$ cat config.mk
export PLATFORM = sky130hd
export DESIGN_NAME = sync_fifo_param
export DESIGN_NICKNAME = d
export VERILOG_FILES = /design/src/rtl/sync_fifo_param.sv
export SDC_FILE = /design/constraint.sdc
export NUM_CORES = 1
export LEC_CHECK = 0
export ABC_AREA = 0
export ABC_CLOCK_PERIOD_IN_PS = 2840
export CORE_MARGIN = 2
export CORE_UTILIZATION = 25
export DETAILED_ROUTE_END_ITERATION = 7
export PLACE_DENSITY = 0.55
export RECOVER_POWER = 50
export SLEW_MARGIN = 20
export SYNTH_ARGS = -nofsm -noshare
export SYNTH_HDL_FRONTEND = slang
export SYNTH_SLANG_ARGS = --single-unit
$ cat constraint.sdc
create_clock -name temp_clk -period 2.84 [get_ports temp_clk]
set_input_delay 0.568 -clock temp_clk [delete_from_list [all_inputs] [get_ports temp_clk]]
set_output_delay 0.568 -clock temp_clk [all_outputs]
set_load 0.01 [all_outputs]
$ cat src/rtl/sync_fifo_param.sv
// Parametrised synchronous FIFO with occupancy count, almost-full/empty thresholds,
// registered read data with a valid strobe, and sticky overflow/underflow flags.
module sync_fifo_param #(
    parameter int unsigned WIDTH     = 1,
    parameter int unsigned DEPTH     = 8,
    parameter int unsigned AFULL_TH  = 6,
    parameter int unsigned AEMPTY_TH = 1,
    localparam int unsigned AW       = $clog2(DEPTH)
) (
    input  logic             temp_clk,
    input  logic             rst,
    input  logic             wr_en,
    input  logic [WIDTH-1:0] wr_data,
    input  logic             rd_en,
    input  logic             clr_err,
    output logic [WIDTH-1:0] rd_data,
    output logic             rd_valid,
    output logic [AW:0]      count,
    output logic             empty,
    output logic             full,
    output logic             almost_empty,
    output logic             almost_full,
    output logic             overflow,
    output logic             underflow
);

    localparam logic [AW:0] DepthCnt = (AW + 1)'(DEPTH);
    localparam logic [AW:0] AfullCnt = (AW + 1)'(AFULL_TH);
    localparam logic [AW:0] AemptyCnt = (AW + 1)'(AEMPTY_TH);
    localparam logic [AW:0] PtrOne = (AW + 1)'(1);

    logic [WIDTH-1:0] mem [DEPTH];
    logic [AW:0]      wr_ptr_q, wr_ptr_d;
    logic [AW:0]      rd_ptr_q, rd_ptr_d;
    logic [WIDTH-1:0] rd_data_q, rd_data_d;
    logic             rd_valid_q, rd_valid_d;
    logic             overflow_q, overflow_d;
    logic             underflow_q, underflow_d;
    logic             wr_acc, rd_acc;

    // Extra pointer bit distinguishes full from empty, so every slot is usable.
    assign count        = wr_ptr_q - rd_ptr_q;
    assign empty        = (count == '0);
    assign full         = (count == DepthCnt);
    assign almost_empty = (count <= AemptyCnt);
    assign almost_full  = (count >= AfullCnt);

    assign rd_acc = rd_en && !empty;
    assign wr_acc = wr_en && (!full || rd_acc);

    always_comb begin
        wr_ptr_d    = wr_ptr_q;
        rd_ptr_d    = rd_ptr_q;
        rd_data_d   = rd_data_q;
        rd_valid_d  = 1'b0;
        overflow_d  = overflow_q;
        underflow_d = underflow_q;
        if (wr_acc) begin
            wr_ptr_d = wr_ptr_q + PtrOne;
        end
        if (rd_acc) begin
            rd_ptr_d   = rd_ptr_q + PtrOne;
            rd_data_d  = mem[rd_ptr_q[AW-1:0]];
            rd_valid_d = 1'b1;
        end
        if (clr_err) begin
            overflow_d  = 1'b0;
            underflow_d = 1'b0;
        end
        // A new error in the same cycle as clr_err must not be lost.
        if (wr_en && !wr_acc) begin
            overflow_d = 1'b1;
        end
        if (rd_en && !rd_acc) begin
            underflow_d = 1'b1;
        end
    end

    always_ff @(posedge temp_clk) begin
        if (rst) begin
            wr_ptr_q    <= '0;
            rd_ptr_q    <= '0;
            rd_data_q   <= '0;
            rd_valid_q  <= 1'b0;
            overflow_q  <= 1'b0;
            underflow_q <= 1'b0;
        end else begin
            wr_ptr_q    <= wr_ptr_d;
            rd_ptr_q    <= rd_ptr_d;
            rd_data_q   <= rd_data_d;
            rd_valid_q  <= rd_valid_d;
            overflow_q  <= overflow_d;
            underflow_q <= underflow_d;
        end
    end

    always_ff @(posedge temp_clk) begin
        if (!rst && wr_acc) begin
            mem[wr_ptr_q[AW-1:0]] <= wr_data;
        end
    end

    assign rd_data   = rd_data_q;
    assign rd_valid  = rd_valid_q;
    assign overflow  = overflow_q;
    assign underflow = underflow_q;

endmodule

=== After elaboration in Yosys (flattened, before gate mapping) ===
Memories as Yosys holds them, arrays and structs flattened. A register that Yosys moved wholly into a read port is not among the register bits.
Cells that the tools add are included.

* Input bits: 6
* Logic and storage cells: 32
* Flip-flop bits (word level): 11
* Output and inout port bits: 12
* Memory bits (writable): 8
* Memories: 1

{| class="wikitable"
|+ Memories
! memory !! words !! width !! read ports !! clocked after memory_dff !! write ports !! line !! RTL
|-
| mem || 8 || 1 || 1 || 1 || 1 || 32 || <nowiki>logic [WIDTH-1:0] mem [DEPTH];</nowiki>
|}

* Multiplexer cells: 6
* Order comparisons: 2
* $add $sub $neg: 3
* Equality and inequality tests: 1
* Reductions and logical operators: 14

{| class="wikitable"
|+ Operators by type and width
! cell !! count
|-
| adder 4 x 1 -> 4 bit (second input constant) || 2
|-
| 2-to-1 mux 1 bit || 6
|-
| logical AND 1 bit || 5
|-
| zero test 1 bit || 5
|-
| equality test 4 bit (second input constant) || 1
|-
| >= comparator 4 x 3 -> 1 bit (second input constant) || 1
|-
| <= comparator 4 x 1 -> 1 bit (second input constant) || 1
|-
| zero test 4 bit || 1
|-
| nonzero test 2 bit || 2
|-
| subtractor 4 bit || 1
|-
| logical OR 1 bit || 1
|}

=== Longest topological paths before layout ===
Gate-level depths: netlist of run 1.

* Word-level depth: 9
* Gate-level depth with buffers: 9
* Gate-level depth less buffers: 9

=== Worst setup path before layout of run 1 ===
OpenSTA, ideal clock, no wires.

* Path kind: register -> output
* Start point: reg rd_ptr_q[0]
* End point: out almost_empty
* Path slack: 530 ps
* Stages on the path, launching flop included: 7
* Required time: 2272 ps
* Arrival time: 1742 ps
* Cell sequence: dfxtp_1 ha_1 inv_1 fa_1 xnor2_1 inv_1 nor3_1

* Word-level cells in the longest chain between the ends: 2

{| class="wikitable"
|+ RTL lines
! what !! line !! RTL
|-
| start: declaration || 34 || <nowiki>logic [AW:0] rd_ptr_q, rd_ptr_d;</nowiki>
|-
| start signal: assignment || 89 || <nowiki>rd_ptr_q <= rd_ptr_d;</nowiki>
|-
| subtractor 4 bit || 42 || <nowiki>assign count = wr_ptr_q - rd_ptr_q;</nowiki>
|-
| named net count[2] || 18 || <nowiki>output logic [AW:0] count,</nowiki>
|-
| <= comparator 4 x 1 -> 1 bit || 45 || <nowiki>assign almost_empty = (count <= AemptyCnt);</nowiki>
|-
| end: declaration || 21 || <nowiki>output logic almost_empty,</nowiki>
|}

The timed path passes the listed nets, and every way through them passes these cells.

=== Worst setup path in the final report of run 1 ===
* Start point: reg wr_ptr_q[0]
* End point: out full

* Word-level cells in the longest chain between the ends: 2

{| class="wikitable"
|+ RTL lines
! what !! line !! RTL
|-
| start: declaration || 33 || <nowiki>logic [AW:0] wr_ptr_q, wr_ptr_d;</nowiki>
|-
| start signal: assignment || 88 || <nowiki>wr_ptr_q <= wr_ptr_d;</nowiki>
|-
| subtractor 4 bit || 42 ||
|-
| equality test 4 bit || 44 || <nowiki>assign full = (count == DepthCnt);</nowiki>
|-
| end: declaration || 20 || <nowiki>output logic full,</nowiki>
|}

No other way between the ends.

==> summary.md, run 1 <==
| Metric | Value |
|---|---|
| Outcome | `completed` |
| Startpoint class of the critical path | `flip-flop` |
| Period utilization | `between 90 and 100%` |
| Register area | `482 um^2` |
| Core area | `approximately 4300 um^2` |
| Mapped Cells | `~110` |
| Vias in the first global route | `919` |
| Cell variety after synth | `34` |
| Final TNS setup | `0 ns` |
| Pwr dens | `between 900 and 1000 nW/um^2` |
| Share of cells above drive strength 1 | `roughly 22%` |
| Number of synthesis warnings | `0` |
| Mapped Area | `around 1100 um^2` |
| Post-route cell area | `1490 um^2` |
| Gr ovfl total | `0` |
| Antenna fix cells | `0` |
| Final Skew | `between 0.0015 and 0.002 ns` |
| Sequential-to-total area share from yosys stat | `43.4%` |
| Max Slew Vio Count | `0` |
| Routed Antenna Nets | `0` |
| Die Area | `approximately 5000 um^2` |
| Synth Register Bits | `20` |
| Max Freq | `370 MHz` |
| RSZ-0062 raised after global routing | `false` |
| Routability cong. | `0.814` |
| Clk Latency, worst-skew pair | `about 0.26 ns` |
| Cells after DPL | `180` |
| Max VDD drop | `about 0.38 mV` |
| Die X | `70.6 um` |
| # hold bufs at CTS | `0` |
| Final Power | `between 1 and 1.5 mW` |
| Hold Fails Final Rpt | `0` |
| Leak Pwr | `0.602 nW` |
| First-pass GRT wire length | `~4200 um` |
| Routed via count | `around 880` |
| Initial antenna violation count | `0` |
| Routed wire length | `2380 um` |
| Worst hold margin | `0.463 ns` |
| Final WS setup | `approximately 0.14 ns` |
| Max_cap viols | `0` |
| Syn Area/Cell | `between 10 and 15 um^2` |
| Clock Sink Count | `20` |
| Worst-path maximum fanout | `5` |
| Worst Hold Class | `flip-flop to flip-flop` |
| EDFF count, synth | `8` |
| Layout Cells excl Fill | `between 150 and 200` |
| H-tree depth | `1` |
| Post-Syn Nets | `approximately 120` |
| IO Port Bufs | `17` |
| GRT Overall Usage | `a little over 10%` |
| Total clock buffers created by CTS | `3` |
| Area after DPL | `~1400 um^2` |
| Clock tree buffer depth | `2` |
| Relative slew slack | `between 50% and 60%` |
| CP Data Arrival Time | `2.13 ns` |
| Drt first pass iters | `4` |
| IO Pins | `18` |
| Dpl hpwl | `around 1800 um` |
| Routed vias/inst | `4.71` |
| Clock Pin Slew Worst Setup and Hold Paths | `~0.08 ns` |
| Synth async-reset ratio | `0%` |
| Fill cells | `452` |
| Starting DRT DRC Count | `16` |
| Place WS | `about 0.017 ns` |
| Worst-Margin Slew | `roughly 0.65 ns` |
| CTS tree | `yes` |
| Area of the multi-input gates | `a little under 600 um^2` |
| Row count | `24` |
| CP Class | `flip-flop to output pin` |
| Final Net Count | `around 150` |
| Crit. End Element | `output pin` |
| Dominant synthesized flop cell | `dfxtp_1` |
| Height of the die | `just over 70 um` |
| Largest net degree at the start of global routing | `13` |
| WP data required | `approximately 2.3 ns` |
| Final core occ | `between 30% and 40%` |
| Final worst path period need | `2.70 ns` |
| Drt wl/cell | `12.7 um` |
| Slack of the worst reg-to-reg path | `0.27 ns` |
| Clock Tree Root | `clkbuf_8` |
| Area Growth Syn to Fin | `34.1%` |
| DRC | `0` |
| # setup viols final | `0` |
| Initial Util | `between 20 and 30%` |
[sequential cells by signal (all words and copies together) (netlist names)]
name and count:
overflow 1, wr_ptr_q 4, mem 8, rd_data 1, underflow 1, rd_valid 1
rd_ptr_q 4
[worst paths after layout]
path,to,cells past startpoint,from
setup / recovery,full,8,wr_ptr_q[0]
hold / removal,overflow,2,overflow
setup reg to reg,rd_ptr_q[1],10,wr_ptr_q[0]
hold reg to reg,overflow,2,overflow
[Yosys cell counts, types with 2 or more instances]
cell	n	share of area, %
dfxtp_1	12	22
inv_1	11	3.7
edfxtp_1	8	22
nor2_1	8	2.7
nor3_1	7	3.2
a21oi_1	6	2.7
ha_1	5	5.6
nand2_1	5	1.7
mux2i_1	4	3.6
a21o_1	3	2.0
nand3_1	3	1.4
o21ai_0	3	1.4
a21oi_2	2	1.6
mux4_2	2	4.1
nand2b_1	2	1.1
nor4_1	2	1.1
nor4b_1	2	1.6
o31ai_4	2	3.8
or3_1	2	1.1
xnor2_1	2	1.6
xor2_1	2	1.6
[final cells by class]
cell class	instances	area share, %
clock buffer	3	2.78
clock inverter	1	2.02
inverter	12	3.03
multi-input combinational	73	39.5
sequential	20	32.4
tap	52	4.38
timing repair buffer	26	15.8
[placed cells by master (no fill, tap or decap), types with 3 or more instances in the layout]
master            n
a21o_1            3
inv_1            11
o21ai_0           3
dfxtp_1          11
clkbuf_8          3
dlygate4sd2_1     4
nand2_1           5
buf_4             9
ha_1              4
clkdlybuf4s50_1   6
a21oi_1           5
nand3_1           3
nor3_1            7
edfxtp_1          8
nor2_1            8
mux2i_1           4
dlygate4sd3_1     6
[cell families after synthesis]
kind of cell | share of synthesized area (%)
XOR/XNOR | 3.16
AO/OA/AOI/OAI | 14.2
flip-flops | 43.4
AND/OR/NAND/NOR | 19.7
buffers and inverters | 4.41
adder cells (fa/ha/maj) | 7.46
multiplexers | 7.68
[worst max-delay path: stages (launching register included)]
cell and delay (ns):
dfxtp_1 0.40, inv_1 0.08, ha_1 0.23, inv_1 0.08, fa_2 0.48, inv_1 0.10
nand3_2 0.09, nor2_1 0.12, dlygate4sd2_1 0.28
[layer usage]
layer	vias to the layer above	track usage (%)	wire, um
met5	-	0	0
met4	0	4.40	38
met3	5	1.85	60
met2	10	17.6	1200
met1	424	12.9	1090
li1	442	-	-
[report_power, final]
group	internal, mW	switching [mW]	total (mW)	leakage (nW)
logic	0.409	0.418	0.827	0.395
registers	0.337	0.0218	0.359	0.171
clock network	0.188	0.0991	0.287	0.0357
[repair_timing]
action / CTS / global route
setup endpoints to repair: 5 / 1
pin swaps: 2 / 1
setup buffers: 3 / 0
gates resized for setup: 12 / 3
Power figures use the tool's default switching activity.
==> inputs of run 2 (changes only) <==
--- a/config.mk
+++ b/config.mk
@@ -6,7 +6,6 @@
 export NUM_CORES = 1
 export LEC_CHECK = 0
 export ABC_AREA = 0
-export ABC_CLOCK_PERIOD_IN_PS = 2840
 export CORE_MARGIN = 2
 export CORE_UTILIZATION = 25
 export DETAILED_ROUTE_END_ITERATION = 7
==> results of run 2 <==
Same layout as run 1: the final DEF is identical, and so are final timing and power.
==> inputs of run 3 (changes only) <==
--- a/config.mk
+++ b/config.mk
@@ -9,7 +9,7 @@
 export CORE_MARGIN = 2
 export CORE_UTILIZATION = 25
 export DETAILED_ROUTE_END_ITERATION = 7
-export PLACE_DENSITY = 0.55
+export PLACE_DENSITY = 0.53
 export RECOVER_POWER = 50
 export SLEW_MARGIN = 20
 export SYNTH_ARGS = -nofsm -noshare
==> run 3 against run 2 <==
Against the previous run: count of clock-buffer cells in the layout unchanged; register-to-register slack improved by 0.09 ns; non-clock buffer count unchanged; worst hold slack got worse by 0.0051 ns; first-iteration DRC count decreased by 31%; final cell count unchanged; sequential cell count unchanged; critical path depth decreased by 1; critical endpoint is now count[3]; largest cell class unchanged.
==> summary.md, run 3 (synthesis gave the netlist of run 1 again) <==
| Metric | Value |
|---|---|
| Outcome | `completed` |
| Worst-Margin Slew | `0.642 ns (-0.00659 ns)` |
| Crit-path max cell delay | `0.54 ns (+0.06 ns)` |
| CP Data Arrival Time | `2.15 ns (+0.02 ns)` |
| GRT Overall Usage | `10.1% (-0.28 points)` |
| Pwr dens | `979 nW/um^2 (-1.2%)` |
| Power Internal | `915 uW (-2.1%)` |
| Worst Hold Class | `flip-flop to flip-flop` |
| Die X | `70.6 um (unchanged)` |
| Relative slew slack | `57.0% (+0.44 points)` |
| DRC | `0 (unchanged)` |
| First-pass GRT wire length | `3970 um (-4.5%)` |
| Gr ovfl total | `0 (unchanged)` |
| # hold bufs at CTS | `0 (unchanged)` |
| Final worst path period need | `2.72 ns (+0.0198 ns)` |
| Startpoint class of the critical path | `flip-flop` |
| Core area | `4320 um^2 (unchanged)` |
| Routed vias/inst | `4.57 (-3.0%)` |
| Routed via count | `855 (-3.0%)` |
| Clock Sink Count | `20 (unchanged)` |
| Final WS setup | `0.121 ns (-0.0198 ns)` |
| Clk Latency, worst-skew pair | `0.26 ns (about the same)` |
| Most frequent cells in the layout | `inv_1, dfxtp_1, nor2_1, edfxtp_1, buf_4` |
| Share of cells above drive strength 1 | `21.5% (-0.74 points)` |
| Worst path slowest cell | `clkdlybuf4s50_1` |
| Hold Fails Final Rpt | `0 (unchanged)` |
| H-tree depth | `1 (unchanged)` |
| Final Skew | `0.00269 ns (+0.000767 ns)` |
| Final TNS setup | `0 ns (unchanged)` |
| Part of the power in registers | `24.7% (+0.3 points)` |
| Antenna fix cells | `0 (unchanged)` |
| WP data required | `2.27 ns (about the same)` |
| Initial antenna violation count | `0 (unchanged)` |
| Area Growth Syn to Fin | `33.7%` |
| CP Launch Point | `rd_ptr_q[2]` |
| Dpl hpwl | `1740 um (-2.0%)` |
| Vias in the first global route | `839 (-8.7%)` |
| Max VDD drop | `0.354 mV (-7.8%)` |
| Routability cong. | `0.739 (-9.2%)` |
| Starting DRT DRC Count | `11 (-5)` |
| Max Slew Vio Count | `0 (unchanged)` |
| Height of the die | `70.6 um (unchanged)` |
| Comb power frac | `55.4% (-0.7 points)` |
| # setup viols final | `0 (unchanged)` |
| Row count | `24 (unchanged)` |
| Max Freq | `368 MHz (-0.73%)` |
| Drt wl/cell | `12.7 um (-0.25%)` |
| Die Area | `4980 um^2 (unchanged)` |
| Worst-path cell chain | `inv_1 -> ha_2 -> a21o_1 -> nor3_4 -> nor2_4 -> inv_2 -> clkdlybuf4s50_1` |
| Switching share of power | `36.9% (+0.32 points)` |
| IO Pins | `18 (unchanged)` |
| Total clock buffers created by CTS | `3 (unchanged)` |
| CTS tree | `yes` |
| Place WS | `0.0707 ns (+0.0542 ns)` |
| Routed Antenna Nets | `0 (unchanged)` |
| IO Port Bufs | `17 (unchanged)` |
| Period utilization | `95.7% (+0.70 points)` |
| Worst hold start | `overflow` |
| Largest register FFs | `8 (unchanged)` |
| Final Net Count | `148 (unchanged)` |
| Clock Pin Slew Worst Setup and Hold Paths | `0.08 ns (about the same)` |
| Clock Tree Root | `clkbuf_8` |
| Worst-path maximum fanout | `5 (unchanged)` |
| Drt first pass iters | `4 (unchanged)` |
| Critical R2R Launch | `rd_ptr_q[0]` |
| Max_cap viols | `0 (unchanged)` |
| Clock power frac | `19.9% (+0.4 points)` |
| Leak Pwr | `0.604 nW (+0.39%)` |
| CP Class | `flip-flop to output pin` |
| RSZ-0062 raised after global routing | `false` |
| Switching Power | `535 uW (-0.72%)` |
| Initial Util | `25.6% (unchanged)` |
| Clock tree buffer depth | `2 (unchanged)` |
| Crit. End Element | `output pin` |
| Largest net degree at the start of global routing | `13 (unchanged)` |
| Routed wire length | `2380 um (-0.25%)` |
## run 3: cell count changes in the layout (fill, tap and decap cells not counted), sizes merged
cell           change
buf                -1
dlymetal6s2s       +1
dlygate4sd2        -2
clkdlybuf4s50      +1
clkbuf             +1
## run 3: area by class of cell
| type | count | area, um^2 |
|---|---|---|
| inverter | 12 | 45.0 |
| timing repair buffer | 26 | 236 |
| clock inverter | 1 | 30.0 |
| clock buffer | 3 | 41.3 |
| sequential | 20 | 482 |
| multi-input combinational | 73 | 581 |
| tap | 52 | 65.1 |
| fill | 454 | 2840 |
## run 3: power by group through the flow
| stage | sequential [mW] | combinational (mW) | clock [mW] |
|---|---|---|---|
| 3_3_place_gp | 0.364 | 0.807 | 0 |
| 4_1_cts | 0.359 | 0.875 | 0.294 |
| 5_1_grt | 0.363 | 0.878 | 0.305 |
| 3_5_place_dp | 0.365 | 0.827 | 0 |
| 2_1_floorplan | 0.386 | 0.440 | 0 |
| 6_report | 0.358 | 0.804 | 0.288 |
## run 3: critical path: cells and delay by family, from the launching register on
family	cells	cell delay, ns
AOI/OAI and AO/OA	1	0.24
buffers and inverters	3	0.68
DFF	1	0.36
and+or+nand+nor	2	0.31
adders and majority gates	1	0.30
## run 3: repair_timing
action,in CTS,in global routing
gates resized for setup,9,4
buffers inserted,2,0
pin swaps,2,0
setup endpoints to repair,5,3
## run 3: path summary, 6_finish.rpt
kind | to | slack, ns | cells after the start
max | count[3] | 0.12 | 7
min | overflow | 0.46 | 2
max reg2reg | rd_data | 0.36 | 9
min reg2reg | overflow | 0.46 | 2
## run 3: through the flow
step,instances,instance area (um^2),total power [mW],hold WS [ns],util (%)
5_1_grt,187,1480,1.55,0.518,34.2
6_report,187,1480,1.45,0.458,34.2
2_1_floorplan,106,1110,0.826,0.470,-
3_5_place_dp,181,1390,1.19,0.454,32.2
3_3_place_gp,181,1390,1.17,0.443,32.2
4_1_cts,187,1500,1.53,0.466,34.8
## run 3: routing by layer
layer / routed length [um] / GRT usage [%] / part of all wire [%]
met3: 20 / 1.28 / 0.84
met1: 1110 / 13.2 / 47
met5: 0 / 0 / 0
met4: 39 / 4.40 / 1.6
met2: 1210 / 16.7 / 51
